### config.mk
export PLATFORM = sky130hd
export DESIGN_NAME = ps2_frame_rx
export DESIGN_NICKNAME = d
export VERILOG_FILES = /design/src/rtl/ps2_pkg.sv /design/src/rtl/ps2_glitch_filter.sv /design/src/rtl/ps2_frame_rx.sv
export SDC_FILE = /design/constraint.sdc
export NUM_CORES = 1
export LEC_CHECK = 0
export CORE_MARGIN = 8
export CORE_UTILIZATION = 33
export DETAILED_ROUTE_END_ITERATION = 8
export HOLD_SLACK_MARGIN = 0.02
export MAX_ROUTING_LAYER = met4
export PLACE_DENSITY = 0.45
export SYNTH_ARGS = -nofsm -noshare
export SYNTH_HDL_FRONTEND = slang
export SYNTH_SLANG_ARGS = --single-unit
### constraint.sdc
create_clock -name clk_i -period 4 [get_ports clk_i]
set_input_delay 0.8 -clock clk_i [delete_from_list [all_inputs] [get_ports clk_i]]
set_output_delay 0.8 -clock clk_i [all_outputs]
set_load 0.03 [all_outputs]
### src/rtl/ps2_pkg.sv
// Shared types and constants for the PS/2 device-to-host frame receiver.
package ps2_pkg;

  typedef enum logic [1:0] {
    IDLE   = 2'd0,
    DATA   = 2'd1,
    PARITY = 2'd2,
    STOP   = 2'd3
  } ps2_state_e;

  localparam int DATA_BITS           = 8;
  localparam int FRAME_BITS          = 11;
  localparam int DEF_FILTER_LEN      = 8;
  localparam int DEF_TIMEOUT_CYCLES  = 200000;

  // Odd parity: data bits plus parity bit must contain an odd number of ones.
  function automatic logic odd_parity_ok(input logic [DATA_BITS-1:0] data,
                                         input logic                 par);
    return ^{data, par};
  endfunction

endpackage

### src/rtl/ps2_glitch_filter.sv
// Synchroniser + stability filter + registered falling-edge pulse for the PS/2 clock.
module ps2_glitch_filter #(
  parameter int FILTER_LEN = 8
) (
  input  logic clk_i,
  input  logic rst_ni,
  input  logic raw_i,
  output logic fall_o
);

  localparam int CW = (FILTER_LEN > 2) ? $clog2(FILTER_LEN) : 1;

  logic          sync1_q, sync2_q;
  logic          filt_q, filt_d;
  logic          filt_prev_q;
  logic [CW-1:0] cnt_q, cnt_d;
  logic          fall_q;

  // Two-flop synchroniser, idles high like the bus.
  always_ff @(posedge clk_i or negedge rst_ni) begin
    if (!rst_ni) begin
      sync1_q <= 1'b1;
      sync2_q <= 1'b1;
    end else begin
      sync1_q <= raw_i;
      sync2_q <= sync1_q;
    end
  end

  // Filtered level flips only after the synced level has differed for FILTER_LEN cycles.
  always_comb begin
    filt_d = filt_q;
    cnt_d  = '0;
    if (sync2_q != filt_q) begin
      if (cnt_q == CW'(FILTER_LEN - 1)) begin
        filt_d = sync2_q;
      end else begin
        cnt_d = cnt_q + CW'(1);
      end
    end
  end

  // Filter state and the edge register (one cycle after the filtered level falls).
  always_ff @(posedge clk_i or negedge rst_ni) begin
    if (!rst_ni) begin
      filt_q      <= 1'b1;
      filt_prev_q <= 1'b1;
      cnt_q       <= '0;
      fall_q      <= 1'b0;
    end else begin
      filt_q      <= filt_d;
      filt_prev_q <= filt_q;
      cnt_q       <= cnt_d;
      fall_q      <= filt_prev_q & ~filt_q;
    end
  end

  assign fall_o = fall_q;

endmodule

### src/rtl/ps2_frame_rx.sv
// PS/2 device-to-host frame receiver: deserialises start/8 data/odd parity/stop
// frames and reports good bytes or dropped frames as single-cycle pulses.
module ps2_frame_rx
  import ps2_pkg::*;
#(
  parameter int FILTER_LEN     = DEF_FILTER_LEN,
  parameter int TIMEOUT_CYCLES = DEF_TIMEOUT_CYCLES
) (
  input  logic       clk_i,
  input  logic       rst_ni,
  input  logic       kclk_i,
  input  logic       kdata_i,
  output logic [7:0] keycode_o,
  output logic       keycode_valid_o,
  output logic       frame_err_o
);

  localparam int TW = $clog2(TIMEOUT_CYCLES + 1);

  ps2_state_e          state_q, state_d;
  logic                kclk_fall;
  logic                kd_sync1_q, kd_sync2_q;
  logic [2:0]          bit_cnt_q, bit_cnt_d;
  logic [DATA_BITS-1:0] shift_q, shift_d;
  logic                par_q, par_d;
  logic [TW-1:0]       to_cnt_q, to_cnt_d;
  logic [7:0]          keycode_q, keycode_d;
  logic                valid_q, valid_d;
  logic                err_q, err_d;
  logic                to_hit;
  logic                frame_ok;

  ps2_glitch_filter #(.FILTER_LEN(FILTER_LEN)) u_kclk_filt (
    .clk_i  (clk_i),
    .rst_ni (rst_ni),
    .raw_i  (kclk_i),
    .fall_o (kclk_fall)
  );

  // kdata only needs synchronising: it is sampled well inside the clock-low window.
  always_ff @(posedge clk_i or negedge rst_ni) begin
    if (!rst_ni) begin
      kd_sync1_q <= 1'b1;
      kd_sync2_q <= 1'b1;
    end else begin
      kd_sync1_q <= kdata_i;
      kd_sync2_q <= kd_sync1_q;
    end
  end

  // Counter reads k-1 k cycles after an edge; firing at TIMEOUT_CYCLES-2 puts the
  // registered error pulse exactly TIMEOUT_CYCLES cycles after that edge.
  assign to_hit   = (state_q != IDLE) && !kclk_fall &&
                    (to_cnt_q == TW'(TIMEOUT_CYCLES - 2));
  assign frame_ok = kd_sync2_q && odd_parity_ok(shift_q, par_q);

  // FSM state register.
  always_ff @(posedge clk_i or negedge rst_ni) begin
    if (!rst_ni) state_q <= IDLE;
    else         state_q <= state_d;
  end

  // FSM next state: advance one field per filtered falling edge.
  always_comb begin
    state_d = state_q;
    unique case (state_q)
      IDLE:   if (kclk_fall && !kd_sync2_q) state_d = DATA;
      DATA:   if (to_hit) state_d = IDLE;
              else if (kclk_fall && bit_cnt_q == 3'(DATA_BITS - 1)) state_d = PARITY;
      PARITY: if (to_hit) state_d = IDLE;
              else if (kclk_fall) state_d = STOP;
      STOP:   if (to_hit || kclk_fall) state_d = IDLE;
      default: state_d = IDLE;
    endcase
  end

  // FSM outputs: verdict on the stop edge, or a timeout drop.
  always_comb begin
    valid_d   = 1'b0;
    err_d     = to_hit;
    keycode_d = keycode_q;
    if (state_q == STOP && kclk_fall) begin
      if (frame_ok) begin
        valid_d   = 1'b1;
        keycode_d = shift_q;
      end else begin
        err_d = 1'b1;
      end
    end
  end

  // Datapath next state: bit counter, shift register, parity bit, inactivity counter.
  always_comb begin
    bit_cnt_d = bit_cnt_q;
    shift_d   = shift_q;
    par_d     = par_q;
    to_cnt_d  = to_cnt_q + TW'(1);
    if (state_q == IDLE || kclk_fall || to_hit) to_cnt_d = '0;
    if (state_q == IDLE) bit_cnt_d = '0;
    if (kclk_fall) begin
      if (state_q == DATA) begin
        shift_d[bit_cnt_q] = kd_sync2_q;
        bit_cnt_d          = bit_cnt_q + 3'd1;
      end
      if (state_q == PARITY) par_d = kd_sync2_q;
    end
  end

  // Datapath and output registers.
  always_ff @(posedge clk_i or negedge rst_ni) begin
    if (!rst_ni) begin
      bit_cnt_q <= '0;
      shift_q   <= '0;
      par_q     <= 1'b0;
      to_cnt_q  <= '0;
      keycode_q <= 8'h00;
      valid_q   <= 1'b0;
      err_q     <= 1'b0;
    end else begin
      bit_cnt_q <= bit_cnt_d;
      shift_q   <= shift_d;
      par_q     <= par_d;
      to_cnt_q  <= to_cnt_d;
      keycode_q <= keycode_d;
      valid_q   <= valid_d;
      err_q     <= err_d;
    end
  end

  assign keycode_o       = keycode_q;
  assign keycode_valid_o = valid_q;
  assign frame_err_o     = err_q;

endmodule

; ---- Word level (Yosys, flattened, before mapping)
; Index checks and enable logic that the tools add are counted.
[totals]
ff_bits = 52
latchBits = 0
ramBits = 0
rom_bits = 0
inputBits = 4
output_inout_bits = 10
word_cells = 74
memories = 0
[op_classes]
n_addsub = 3
mul = 0
n_div = 0
n_lt_le_gt_ge = 2
n_eq_ne = 11
n_shift = 0
n_mux = 20
bitwise = 2
n_reduce_logical = 20
[ops]
columns = operator, count
row1 = $add A18 B1 Y18 const B, 1
row2 = $eq A18 B18 Y1 const B, 1
row3 = $mux W18, 1
row4 = $mux W3, 5
row5 = $mux W2, 6
row6 = $reduce_xor A9 Y1, 1
row7 = $bwmux W8, 1
row8 = $pmux W2 S4, 1
row9 = $reduce_and A2 Y1, 4
row10 = $logic_and A1 B1 Y1, 7
row11 = $add A3 B1 Y3 const B, 2
row12 = $eq A3 B3 Y1 const B, 2
row13 = $mux W1, 5
row14 = $eq A2 B2 Y1 const B, 2
row15 = $lt A3 B4 Y1 const B, 1
row16 = $ne A2 B2 Y1 const B, 2
row17 = $reduce_and A4 Y1, 1
row18 = $demux W1 S3, 1
row19 = $ge A3 B1 Y1 const B, 1
row20 = $logic_or A1 B1 Y1, 3
row21 = $ne A3 B2 Y1 const B, 1
row22 = $ne A3 B3 Y1 const B, 1
row23 = $eq A2 B1 Y1 const B, 1
row24 = $logic_not A1 Y1, 2
row25 = other kinds (5), 5

; ---- Longest topological paths before layout
[logic_depth]
depth_word = 6
mapped_depth = 8
ltp_nobuf = 6

; ---- Hierarchy
; From an unflattened synthesis, not the netlist that was laid out.
[hier_totals]
hier_cells = 208
area_unflattened_um2 = 2414.8
[modules_own_cells]
columns = mod, instances, cells_per_inst, area_per_inst_um2, seq_area_each_um2
row1 = ps2_frame_rx, 1, 192, 2130.8, 1103.6
row2 = ps2_glitch_filter, 1, 16, 284.0, 205.2

; ---- Worst setup path after synthesis
; No wires, ideal clock.
[synth_path]
path_kind = reg2reg
from = reg to_cnt_q[12]
to = reg to_cnt_q[10]
setup_ns = 0.119
arrival_ns = 1.733
t_required_ns = 3.881
path_slack_ns = 2.148
stages_incl_launch_ff = 7
path_buffers = 2
period_less_slack_ns = 1.852
cell_sequence = dfrtp_1 or4b_2 nor4_1 a21o_1 buf_4 buf_6 nor2_1
[synth_via]
elab_chain_len = 4
[synth_lines]
columns = element, line_no
row1 = from (decl), ps2_frame_rx.sv:26  ; logic [TW-1:0] to_cnt_q, to_cnt_d;
row2 = from (signal assigned), ps2_frame_rx.sv:123  ; to_cnt_q <= to_cnt_d;
row3 = $eq A18 B18 Y1, ps2_frame_rx.sv:54  ; (to_cnt_q == TW'(TIMEOUT_CYCLES - 2));
row4 = $logic_and A1 B1 Y1, ps2_frame_rx.sv:53  ; assign to_hit = (state_q != IDLE) && !kclk_fall &&
row5 = $logic_or A1 B1 Y1, ps2_frame_rx.sv:98  ; if (state_q == IDLE || kclk_fall || to_hit) to_cnt_d = '0;
row6 = $mux W18, ps2_frame_rx.sv:98
row7 = named net to_cnt_d[10], ps2_frame_rx.sv:26
; The timed path passes the listed nets, and every way through them passes these cells.
; A chain may end at the register's enable or synchronous reset.

; ---- Final worst setup path
[layout_path]
from = reg to_cnt_q[12]
to = reg to_cnt_q[7]
; Same word-level chain as after synthesis.

==> flow_results.org <==
** Drt
- The first routing iteration left 86 violations.
- ANT nets after route :: 0
- For this block, the via count after detailed routing is around 1600.
- For this block, the routed nets add up to ~4.6 mm of wire.
- Dividing the detail-routed wire length by the instance count gives between 10 and 15 um.
- DRC violation count after routing :: 0
- For this run, the detailed router's first-pass iteration total came to 4.
- After detailed routing, the number of vias per cell comes to between 4 and 5.

** Placed design
- Worst-case setup slack after placement :: 1.78 ns
- The wire-length estimate of the detail-placed layout is about 3.2 mm.
- Final weighted congestion of routability-driven global placement :: around 0.76
- Quantity of I/O buffers inserted on ports :: 13
- In this run the cell area measured after placement is ~0.0027 mm2.

** Worst setup path
- For this design, the slowest cell found on the critical path is sky130_fd_sc_hd__or4b_2.
- Data arrives at the worst endpoint at roughly 2.4 ns.
- Along the worst path, the maximum fanout reaches 18.
- Number of cells on the worst reg-to-reg path :: 4
- The worst setup path is launched from a register.
- The worst register-to-register path ends at to_cnt_q[7].
- Worst stage delay on the critical path :: 0.69 ns
- The worst register-to-register path has a setup slack of roughly 1.8 ns.
- WS Path Type :: register to register
- Origin of the critical flop-to-flop path :: to_cnt_q[12]
- Worst path cell trace :: or4b_2, nor4_1, a21o_1, nor2_1
- For the worst setup path, the data required time is ~4.2 ns.
- Beginning of the critical path :: to_cnt_q[12]
- End of the critical path :: to_cnt_q[7]
- Endpoint class of the critical path :: register

** Flow run
- Max cap viols :: 0

** Synth
- Most area-hungry cell type in the Yosys netlist :: sky130_fd_sc_hd__dfrtp_1
- In the synthesized netlist the dominant register cell turns out to be sky130_fd_sc_hd__dfrtp_1.
- For this run, the number of Yosys warnings is 0.
- After technology mapping, the gate count stands at 216.
- Area contributors post-synth :: sky130_fd_sc_hd__dfrtp_1 47%, sky130_fd_sc_hd__mux2_2 8.2%, sky130_fd_sc_hd__dfstp_2 6.4%, sky130_fd_sc_hd__xnor2_1 3.9%, sky130_fd_sc_hd__ha_1 3.0%
- The share of the Yosys chip area taken by registers is 0.530.
- Post-synth net total :: around 230
- In this run, synthesis inferred 0 flip-flops with an integrated enable.
- Unique cell type count in the Yosys netlist :: 40
- Avg Cell Area, Syn :: approximately 11 um2
- Portion of synthesized cell area occupied by the leading cell type :: 0.467
- Count of state elements after synthesis :: 52
- Synth Cell Area :: roughly 0.0025 mm2
- Share of synthesized flip-flops with an asynchronous set or reset :: 1.00

** Timing
- RSZ-0062 raised after global routing :: no
- Final-report setup violation count :: 0
- Derived from the worst setup path, the maximum achievable clock frequency is roughly 0.45 GHz.
- For the finished layout, the period the worst path requires is roughly 2.2 ns.
- The worst pin sits at a relative slew slack of 0.549.
- Setup slack on the critical path of the routed design comes to about 1.8 ns.
- Pins over their slew limit :: 0
- Between clock sinks in the finished design, the worst skew comes to 0.0114 ns.
- Sum of negative setup slack :: 0 ns
- Hold Violations, Final :: 0
- In the finished design, the share of the clock period the worst path needs comes to 0.551.
- Slew at the pin closest to its max-slew limit :: 0.670 ns

** Finish
- Leaving out fill and tap cells, the most frequent cell in the layout is sky130_fd_sc_hd__dfrtp_1.
- Leading cell types in the layout, fill and taps excluded :: 46 x sky130_fd_sc_hd__dfrtp_1, 18 x sky130_fd_sc_hd__mux2_2, 17 x sky130_fd_sc_hd__nor2_1
- The repair_antennas step left the layout with diodes totalling 0.
- Cell area after layout :: between 0.002 and 0.003 mm2
- Share of cells above drive strength 1 :: 0.173
- Compared with the post-synthesis result, the final layout area differs by 12.4%.
- Measured on the finished design, the core utilization comes to 0.382.
- For this run, the post-layout net count is 240.

** Power
- Worst IR Drop VDD :: roughly 200 uV
- The analysis attributes to net switching a power of ~330 uW.
- Switching part of the total power :: 0.300
- Clock power frac :: 0.269
- Cell Pwr Density :: ~400 mW/mm2
- For this design the static power due to leakage is 0.00118 uW.
- Sequential group share of total power :: 0.574
- The share of total power dissipated in combinational logic is 0.157.
- Cell-internal power :: between 700 and 800 uW

** Clocking
- Clock tree from TritonCTS :: done
- Clock insertion delay at the later pin of the skew report :: 0.31 ns
- H-tree lvl count :: 2
- Buffer cell driving the clock tree root :: sky130_fd_sc_hd__clkbuf_8
- In this run the deepest clock path goes through 2 buffers.
- Clock slew at the register clock pins of the worst setup and hold paths :: around 0.1 ns
- Number of buffers added for setup after CTS :: 0
- Count of hold-fix buffers inserted at cts :: 0
- # clock sinks :: 52
- Buffers inserted during clock tree synthesis total 5.
- Quantity of gates resized following cts :: 0

** Floorplan
- Initial core utilization :: 0.340
- The die covers 0.0105 mm2.
- 14 I/O pins were placed.
- Row generation in the floorplan step produced 31 rows.
- In this run the vertical extent of the chip is between 100 and 150 um.
- Die Wd :: around 100 um
- Floorplan Core Area :: between 0.007 and 0.008 mm2

** GRT
- Wire length of the first global-routing pass :: roughly 8.0 mm
- For this run, the total global-route usage over all layers was measured as 0.100.
- Total global routing overflow :: 0
- Vias in the first global route :: approximately 1600
- Pin count of the biggest net entering global routing :: 28
- The number of antenna violations at the first check in global routing was 0.

** Hold path
- Worst hold path class :: register to register
- The worst hold path begins at kd_sync1_q.

** Status
- Outcome :: finished clean
-- how the worst min path moves through the flow --
stage | end | slack, ns | cells after the start
after floorplan | kd_sync2_q | 0.35 | 0
after global placement | u_kclk_filt.sync2_q | 0.35 | 0
after detailed placement | kd_sync2_q | 0.35 | 0
after CTS | kd_sync2_q | 0.36 | 0
after global routing | kd_sync2_q | 0.36 | 0
final | kd_sync2_q | 0.36 | 0
-- synth_stat cells (all sizes together), types with 4 or more instances --
cell type / n
xor2: 5
nor2: 17
o21ai: 9
or3: 4
xnor2: 11
inv: 10
nand4: 7
nand2: 11
nor4: 6
clkbuf: 4
ha: 6
nand3: 15
dfrtp: 46
mux2: 18
a21oi: 6
nor3: 6
dfstp: 6
-- power by group through the flow --
stage	clock network (uW)	logic (uW)	registers, uW
4_1_cts	320	179	633
3_3_place_gp	0	178	645
3_5_place_dp	0	178	644
6_report	297	173	632
2_1_floorplan	0	168	615
5_1_grt	332	204	643
-- stage by stage --
stage	hold WS (ns)	total power [uW]	cells
6_report	0.360	1100	330
5_1_grt	0.361	1180	330
4_1_cts	0.360	1130	330
3_5_place_dp	0.347	822	322
3_3_place_gp	0.346	823	322
2_1_floorplan	0.345	783	216
-- critical path: cells and delay by family (launching register included) --
kind               cells  cell delay [ns]
DFF                    1             0.43
AOI/OAI and AO/OA      1             0.56
and+or+nand+nor        3             1.07
-- flip-flops by register name, indices dropped and copies added (netlist names) --
| register | count |
|---|---|
| frame_err_o | 1 |
| state_q | 2 |
| u_kclk_filt.sync1_q | 1 |
| kd_sync2_q | 1 |
| shift_q | 8 |
| u_kclk_filt.sync2_q | 1 |
| u_kclk_filt.fall_o | 1 |
| u_kclk_filt.filt_q | 1 |
| keycode_valid_o | 1 |
| to_cnt_q | 18 |
| u_kclk_filt.cnt_q | 3 |
| u_kclk_filt.filt_prev_q | 1 |
| keycode_o | 8 |
| kd_sync1_q | 1 |
| bit_cnt_q | 3 |
| par_q | 1 |
-- routing by layer --
| layer | up-vias | global-route usage | wire (um) |
|---|---|---|---|
| met2 | 20 | 0.143 | 2000 |
| met4 | 0 | 0.0372 | 70 |
| li1 | 798 | - | - |
| met1 | 765 | 0.133 | 2380 |
| met5 | - | - | 0 |
| met3 | 5 | 0.0245 | 145 |
-- logic make-up after synthesis --
kind of cell | share of synthesized area
AOI/OAI and AO/OA | 0.0588
xor gates and xnor gates | 0.0756
adders and majority gates | 0.0304
buffers and inverters | 0.0309
DFF | 0.530
muxes | 0.0913
and+or+nand+nor | 0.183
-- layout make-up --
cell class | instances | area, um2
fill | 735 | 4480
sequential | 52 | 1310
multi-input combinational | 147 | 1080
timing repair buffer | 14 | 133
tap | 99 | 124
clock buffer | 5 | 68.8
inverter | 10 | 37.5
clock inverter | 3 | 18.8
(Power assumes the default switching activity.)
